## src/rtl/pipe_stage_skid.sv

```systemverilog
// -----------------------------------------------------------------------------
// pipe_stage_skid
//
// Payload-agnostic pipeline stage register with a valid/ready handshake,
// an optional one-entry skid buffer for back-pressure, a synchronous flush
// and bubble (NOP) insertion. Any bundle of decode/execute fields is packed
// into in_data, so hazard and branch logic can stall or squash a whole stage
// without per-field muxing.
//
// Handshake: a beat transfers on a rising clk edge when valid and ready are
// both high on that side. A producer holding in_valid keeps in_data stable
// until it is accepted. The consumer may raise or drop out_ready freely.
//
// Parameters
//   DATA_W    payload width in bits (>= 1)
//   NOP_VALUE payload driven on out_data whenever the stage holds a bubble
//   SKID      1: two-entry stage, in_ready comes straight from a flop
//             0: single-entry stage, in_ready = out_ready | ~out_valid
//
// Ports
//   clk        rising-edge clock
//   reset      asynchronous, active-low reset
//   in_valid   upstream beat present
//   in_ready   stage accepts a beat this cycle
//   in_data    upstream payload
//   flush      synchronous squash of every held beat (wins over all else)
//   out_valid  downstream beat present
//   out_ready  downstream accepts this cycle
//   out_data   downstream payload, NOP_VALUE while out_valid is low
//   occupancy  number of held beats (0..2), registered
//   reset_out  high while in reset, drops on the first edge after release
//   state_dbg  current FSM state (0 EMPTY, 1 FULL, 2 SKIDDED)
// -----------------------------------------------------------------------------
module pipe_stage_skid #(
   parameter int unsigned       DATA_W    = 32,
   parameter logic [DATA_W-1:0] NOP_VALUE = '0,
   parameter bit                SKID      = 1'b1
) (
   input  logic              clk,
   input  logic              reset,
   input  logic              in_valid,
   output logic              in_ready,
   input  logic [DATA_W-1:0] in_data,
   input  logic              flush,
   output logic              out_valid,
   input  logic              out_ready,
   output logic [DATA_W-1:0] out_data,
   output logic [1:0]        occupancy,
   output logic              reset_out,
   output logic [1:0]        state_dbg
);

   typedef enum logic [1:0] {
      ST_EMPTY   = 2'd0,
      ST_FULL    = 2'd1,
      ST_SKIDDED = 2'd2
   } state_t;

   state_t            state_q;
   state_t            state_d;
   logic [DATA_W-1:0] main_q;
   logic [DATA_W-1:0] main_d;
   logic [DATA_W-1:0] skid_d;
   logic [DATA_W-1:0] skid_data;   // skid register contents (constant NOP when absent)
   logic [1:0]        occ_q;
   logic [1:0]        occ_d;
   logic              reset_out_q;
   logic              main_valid;
   logic              in_ready_int;
   logic              accept;
   logic              drain;

   // The main register is the output register, so its valid bit is the
   // downstream valid.
   assign main_valid = (state_q != ST_EMPTY);
   assign accept     = in_valid & in_ready_int;
   assign drain      = main_valid & out_ready;

   // --------------------------------------------------------------------------
   // State register
   // --------------------------------------------------------------------------
   always_ff @(posedge clk or negedge reset) begin
      if (!reset) begin
         state_q     <= ST_EMPTY;
         main_q      <= NOP_VALUE;
         occ_q       <= 2'd0;
         reset_out_q <= 1'b1;
      end else begin
         state_q     <= state_d;
         main_q      <= main_d;
         occ_q       <= occ_d;
         reset_out_q <= 1'b0;
      end
   end

   // --------------------------------------------------------------------------
   // Next-state logic
   // --------------------------------------------------------------------------
   always_comb begin
      state_d = state_q;
      main_d  = main_q;
      skid_d  = skid_data;
      if (flush) begin
         // Squash everything. A beat accepted this cycle is dropped; a beat
         // draining this cycle has already been taken downstream.
         state_d = ST_EMPTY;
         main_d  = NOP_VALUE;
         skid_d  = NOP_VALUE;
      end else begin
         case (state_q)
            ST_EMPTY: begin
               if (accept) begin
                  state_d = ST_FULL;
                  main_d  = in_data;
               end
            end
            ST_FULL: begin
               if (accept && drain) begin
                  main_d = in_data;
               end else if (accept && SKID) begin
                  // Downstream stalled: park the new beat behind the held one.
                  state_d = ST_SKIDDED;
                  skid_d  = in_data;
               end else if (drain) begin
                  state_d = ST_EMPTY;
               end
            end
            ST_SKIDDED: begin
               // in_ready is low here, so only a drain can happen.
               if (drain) begin
                  state_d = ST_FULL;
                  main_d  = skid_data;
               end
            end
            default: begin
               state_d = ST_EMPTY;
            end
         endcase
      end
   end

   assign occ_d = (state_d == ST_SKIDDED) ? 2'd2 :
                  (state_d == ST_FULL)    ? 2'd1 : 2'd0;

   // --------------------------------------------------------------------------
   // Skid register and ready generation
   // --------------------------------------------------------------------------
   generate
      if (SKID) begin : g_skid
         logic [DATA_W-1:0] skid_q;
         logic              in_ready_q;

         // in_ready is a pure flop: it goes low on the edge that fills the
         // skid register and high on the edge that drains it, so out_ready
         // never reaches in_ready combinationally. Its reset value keeps the
         // stage closed until the first edge after reset is released.
         always_ff @(posedge clk or negedge reset) begin
            if (!reset) begin
               skid_q     <= NOP_VALUE;
               in_ready_q <= 1'b0;
            end else begin
               skid_q     <= skid_d;
               in_ready_q <= (state_d != ST_SKIDDED);
            end
         end

         assign skid_data    = skid_q;
         assign in_ready_int = in_ready_q;
      end else begin : g_single
         // Single entry: take a new beat only if the held one leaves now.
         // reset_out_q keeps the stage closed until the first edge after reset.
         assign skid_data    = NOP_VALUE;
         assign in_ready_int = ~reset_out_q & (out_ready | ~main_valid);
      end
   endgenerate

   // --------------------------------------------------------------------------
   // Outputs
   // --------------------------------------------------------------------------
   always_comb begin
      out_valid = main_valid;
      out_data  = main_valid ? main_q : NOP_VALUE;
      in_ready  = in_ready_int;
      occupancy = occ_q;
      reset_out = reset_out_q;
      state_dbg = state_q;
   end

endmodule
```

## config.mk

```make
export PLATFORM = sky130hd
export DESIGN_NAME = pipe_stage_skid
export DESIGN_NICKNAME = d
export VERILOG_FILES = /design/src/rtl/pipe_stage_skid.sv
export SDC_FILE = /design/constraint.sdc
export NUM_CORES = 1
export LEC_CHECK = 0
export BUFFER_PORTS_ARGS = -buffer_cell sky130_fd_sc_hd__buf_2
export CORE_AREA = 3 3 106 108
export CTS_CLUSTER_SIZE = 10
export DETAILED_ROUTE_END_ITERATION = 10
export DIE_AREA = 0 0 109 111
export PLACE_DENSITY = 0.54
export SYNTH_ARGS = -nofsm -noshare
export SYNTH_HDL_FRONTEND = slang
export SYNTH_SLANG_ARGS = --single-unit
```

## constraint.sdc

```tcl
create_clock -name clk -period 1.6 [get_ports clk]
set_input_delay 0.4 -clock clk [delete_from_list [all_inputs] [get_ports clk]]
set_output_delay 0.4 -clock clk [all_outputs]
set_load 0.1 [all_outputs]
```

==> impl_summary.log <==
INFO  metric antenna_cells = 0
INFO  metric cellPowerDensity = 862 nW/um^2
INFO  metric gp_congestion = 0.713
INFO  metric hold_path_depth = 2
INFO  metric std_cell_rows = 37
INFO  metric hold_path.startpoint = in_data[23]
INFO  metric yosysUniqueCellTypes = 22
INFO  metric areaGrowthSynthToFinish = 96.1%
INFO  metric rsz0062_at_grt = yes
INFO  metric synthesis.yosys.warnings = 0
INFO  metric max_cap_viol_count = 0
INFO  metric startpoint_type = register
INFO  metric r2r_slack = -0.39 ns
INFO  metric clk-insertion-delay-late = 0.34 ns
INFO  metric io_pins = 76
INFO  metric postLayoutCellArea = 6030 um^2
INFO  metric placed_area = 4020 um^2
INFO  metric cts_tree = built
INFO  metric synth-seq-cells = 70
INFO  metric worst_min_path_class = in2reg
INFO  metric dp_cells = 449
INFO  metric worst_ep_required_time = 1.83 ns
INFO  metric static-leakage-power = 0.00251 uW
INFO  metric failing_checks = setup timing
INFO  metric finalHoldViolCount = 0
INFO  metric initialDrtViolationCount = 57
INFO  metric final-instance-count-excl-fill = 507
INFO  metric die-area = 12,100 um^2
INFO  metric vias_per_cell = 4.90
INFO  metric category_of_the_critical_setup_timing_path = reg2reg
INFO  metric place.detailed.hpwl = 5.06 mm
INFO  metric tritoncts_num_sinks = 70
INFO  metric clock-skew-final = 0.00658 ns
INFO  metric wl_per_cell = 20.0 um
INFO  metric cts_made_buffers = 9
INFO  metric synth_cells = 240
INFO  metric crit_path_cell_trace = buf_4, buf_6, buf_6, buf_6, nor2b_4, buf_6, buf_12, mux2i_4, o2bb2ai_4
INFO  metric global_route.overflow_total = 0
INFO  metric finalWirelength = 10.1 mm
INFO  metric cts.root.buffer_cell = sky130_fd_sc_hd__clkbuf_8
INFO  metric largest_net_degree_at_the_start_of_global_routing = 31
INFO  metric timing.final.max_slew_violations = 0
INFO  metric worst_r2r_path_depth = 9
INFO  metric finalCritPeriodShare = 1.24
INFO  metric power.ir.vdd_worst = 0.000345 V
INFO  metric layout_common_cells = sky130_fd_sc_hd__dfrtp_1, sky130_fd_sc_hd__buf_12, sky130_fd_sc_hd__buf_2, sky130_fd_sc_hd__nor2b_4, sky130_fd_sc_hd__a22o_1
INFO  metric worstSetupEndpointType = register
INFO  metric grt_first_pass_wirelength = 15.9 mm
INFO  metric nNetsFinal = 403
INFO  metric critPathMaxStageDelay = 0.49 ns
INFO  metric grt_antenna_before_repair = 0
INFO  metric floorplan.initialDensity = 0.298
INFO  metric cts.clk_slew.worst_paths = 0.08 ns
INFO  metric reg2reg_start = state_dbg[0]$_DFF_PN0_
INFO  metric drc = 0
INFO  metric crit_family = buffers and inverters
INFO  metric detailedRoute.firstPassIterationCount = 4
INFO  metric cts_max_path_buffers = 2
INFO  metric timing.critical_path.buf_inv = 6
INFO  metric drtAntennaViolNets = 0
INFO  metric io_buffer_count = 75
INFO  metric timing.critical_path.mode_cell = sky130_fd_sc_hd__buf_6
INFO  metric setup_total_negative_slack = -26.92 ns
INFO  metric r2r_end = main_q[28]$_DFFE_PN0P_
INFO  metric critical_path_slowest_stage_cell = sky130_fd_sc_hd__dfrtp_4
INFO  metric layout-drive-gt1-share = 0.677
INFO  metric floorplan.core_area = 10,300 um^2
INFO  metric syn-cell-area = 3080 um^2
INFO  metric setup_ws = -0.386 ns
INFO  metric layout_commonest_cell = sky130_fd_sc_hd__dfrtp_1
INFO  metric fmax = 504 MHz
INFO  metric synth_nets = 277
INFO  metric postSynthAreaPerCell = 12.8 um^2
INFO  metric total_routing_usage_gr = 0.174
INFO  metric hold_path_end = g_skid.skid_q[23]$_DFFE_PN0P_
INFO  metric timing.final.setup_violations = 102
INFO  metric vias = 2,482
INFO  metric outcome = finished, violations left
INFO  metric clock_tree.htree_level_count = 3
INFO  metric worstPathArrival = 2.21 ns
INFO  metric grt_pass1_vias = 2,819
INFO  metric crit_path_max_fanout = 5
INFO  metric synth.yosys.seq_area_share = 0.570
INFO  metric floorplan.die.width = 109 um
INFO  metric finalWorstPathRequiredPeriod = 1.99 ns
INFO  metric die_h = 111 um
-- cell families after synthesis --
logic type	count (synthesis)	share of synthesized area
simple gates	44	0.0883
compound gates	69	0.194
other cells	1	0.00122
mux	33	0.107
flops	70	0.570
buf+inv	23	0.0399
-- flip-flops by register name, summed over array words and instances (netlist names) --
register,count
g_skid.skid_q,32
in_ready,1
main_q,32
occupancy,2
reset_out,1
state_dbg,2
-- per-layer routing --
metal	vias up	wire [um]	part of all wire	GRT usage
met1	1265	4480	0.44	0.228
met5	-	0	0	0
li1	1143	-	-	-
met2	62	5140	0.51	0.283
met3	12	342	0.034	0.0332
met4	0	154	0.015	0.0614
-- metrics by stage --
| step | hold WS (ns) | power [uW] | setup slack [ns] | util |
|---|---|---|---|---|
| final | 0.293 | 5200 | -0.386 | 0.584 |
| after global placement | 0.369 | 2840 | -0.297 | 0.390 |
| after CTS | 0.269 | 5150 | -0.370 | 0.551 |
| after detailed placement | 0.366 | 2850 | -0.316 | 0.390 |
| after global routing | 0.287 | 5410 | -0.429 | 0.584 |
| after floorplan | 0.104 | 2580 | -0.359 | - |
-- cell type report --
type                    instances  area, um^2
fillers                       806        4290
multi-input cells             149        2010
repair buffers                133        1820
flip-flops and latches         70        1760
well taps                     136         170
clock buffers                  11         151
clock inverters                 5         105
inverters                       3        15.0
-- repair_timing --
| action | in CTS | in global routing |
|---|---|---|
| endpoints found under the hold margin | 22 | 0 |
| hold buffers | 1 | 0 |
| pin swaps | 13 | 20 |
| gates cloned | 11 | 1 |
| setup endpoints to repair | 98 | 105 |
| resized for setup | 208 | 58 |
| buffers inserted | 31 | 2 |
-- worst reg2reg max path: cells and delay by family (launching register included) --
| kind | cells | cell delay (ns) |
|---|---|---|
| flops | 1 | 0.49 |
| simple gates | 1 | 0.23 |
| mux | 1 | 0.27 |
| buf+inv | 6 | 0.81 |
| compound gates | 1 | 0.08 |
-- where the power goes --
| part | leakage (uW) | switching, uW | internal (uW) |
|---|---|---|---|
| combinational | 0.00145 | 789 | 669 |
| sequential | 0.000942 | 74.9 | 1860 |
| clock | 0.000122 | 688 | 1120 |
| total | 0.00251 | 1550 | 3650 |
-- Yosys cell counts --
| cell type | number | area (um^2) |
|---|---|---|
| sky130_fd_sc_hd__o31ai_1 | 1 | 7.51 |
| sky130_fd_sc_hd__or3_1 | 1 | 6.26 |
| sky130_fd_sc_hd__nand3b_1 | 1 | 7.51 |
| sky130_fd_sc_hd__dfrtp_1 | 69 | 1730 |
| sky130_fd_sc_hd__clkbuf_1 | 3 | 11.3 |
| sky130_fd_sc_hd__mux2i_1 | 33 | 330 |
| sky130_fd_sc_hd__o2bb2ai_1 | 32 | 280 |
| sky130_fd_sc_hd__o22a_1 | 1 | 8.76 |
| sky130_fd_sc_hd__a21oi_1 | 2 | 10.0 |
| sky130_fd_sc_hd__nor2b_1 | 33 | 206 |
| sky130_fd_sc_hd__conb_1 | 1 | 3.75 |
| sky130_fd_sc_hd__a21oi_2 | 1 | 8.76 |
| sky130_fd_sc_hd__inv_1 | 3 | 11.3 |
| sky130_fd_sc_hd__dfstp_2 | 1 | 26.3 |
| sky130_fd_sc_hd__nand2b_1 | 1 | 6.26 |
| sky130_fd_sc_hd__buf_4 | 6 | 45.0 |
| sky130_fd_sc_hd__nand2_1 | 1 | 3.75 |
| sky130_fd_sc_hd__nor2b_2 | 1 | 8.76 |
| sky130_fd_sc_hd__a22o_1 | 32 | 280 |
| sky130_fd_sc_hd__and3b_1 | 2 | 17.5 |
| sky130_fd_sc_hd__buf_2 | 11 | 55.1 |
| sky130_fd_sc_hd__nor2_1 | 4 | 15.0 |
-- worst max-delay path by stage --
stage | startpoint | end | slack (ns) | cells past startpoint
2_1_floorplan | state_dbg[1]$_DFF_PN0_ | out_data[0] | -0.36 | 2
3_3_place_gp | out_ready | main_q[22]$_DFFE_PN0P_ | -0.30 | 6
3_5_place_dp | out_ready | main_q[31]$_DFFE_PN0P_ | -0.32 | 6
4_1_cts | state_dbg[0]$_DFF_PN0_ | out_valid | -0.37 | 5
5_1_grt | state_dbg[0]$_DFF_PN0_ | main_q[28]$_DFFE_PN0P_ | -0.43 | 9
6_report | state_dbg[0]$_DFF_PN0_ | main_q[28]$_DFFE_PN0P_ | -0.39 | 9
No activity file was read; power rests on OpenSTA's default activity.
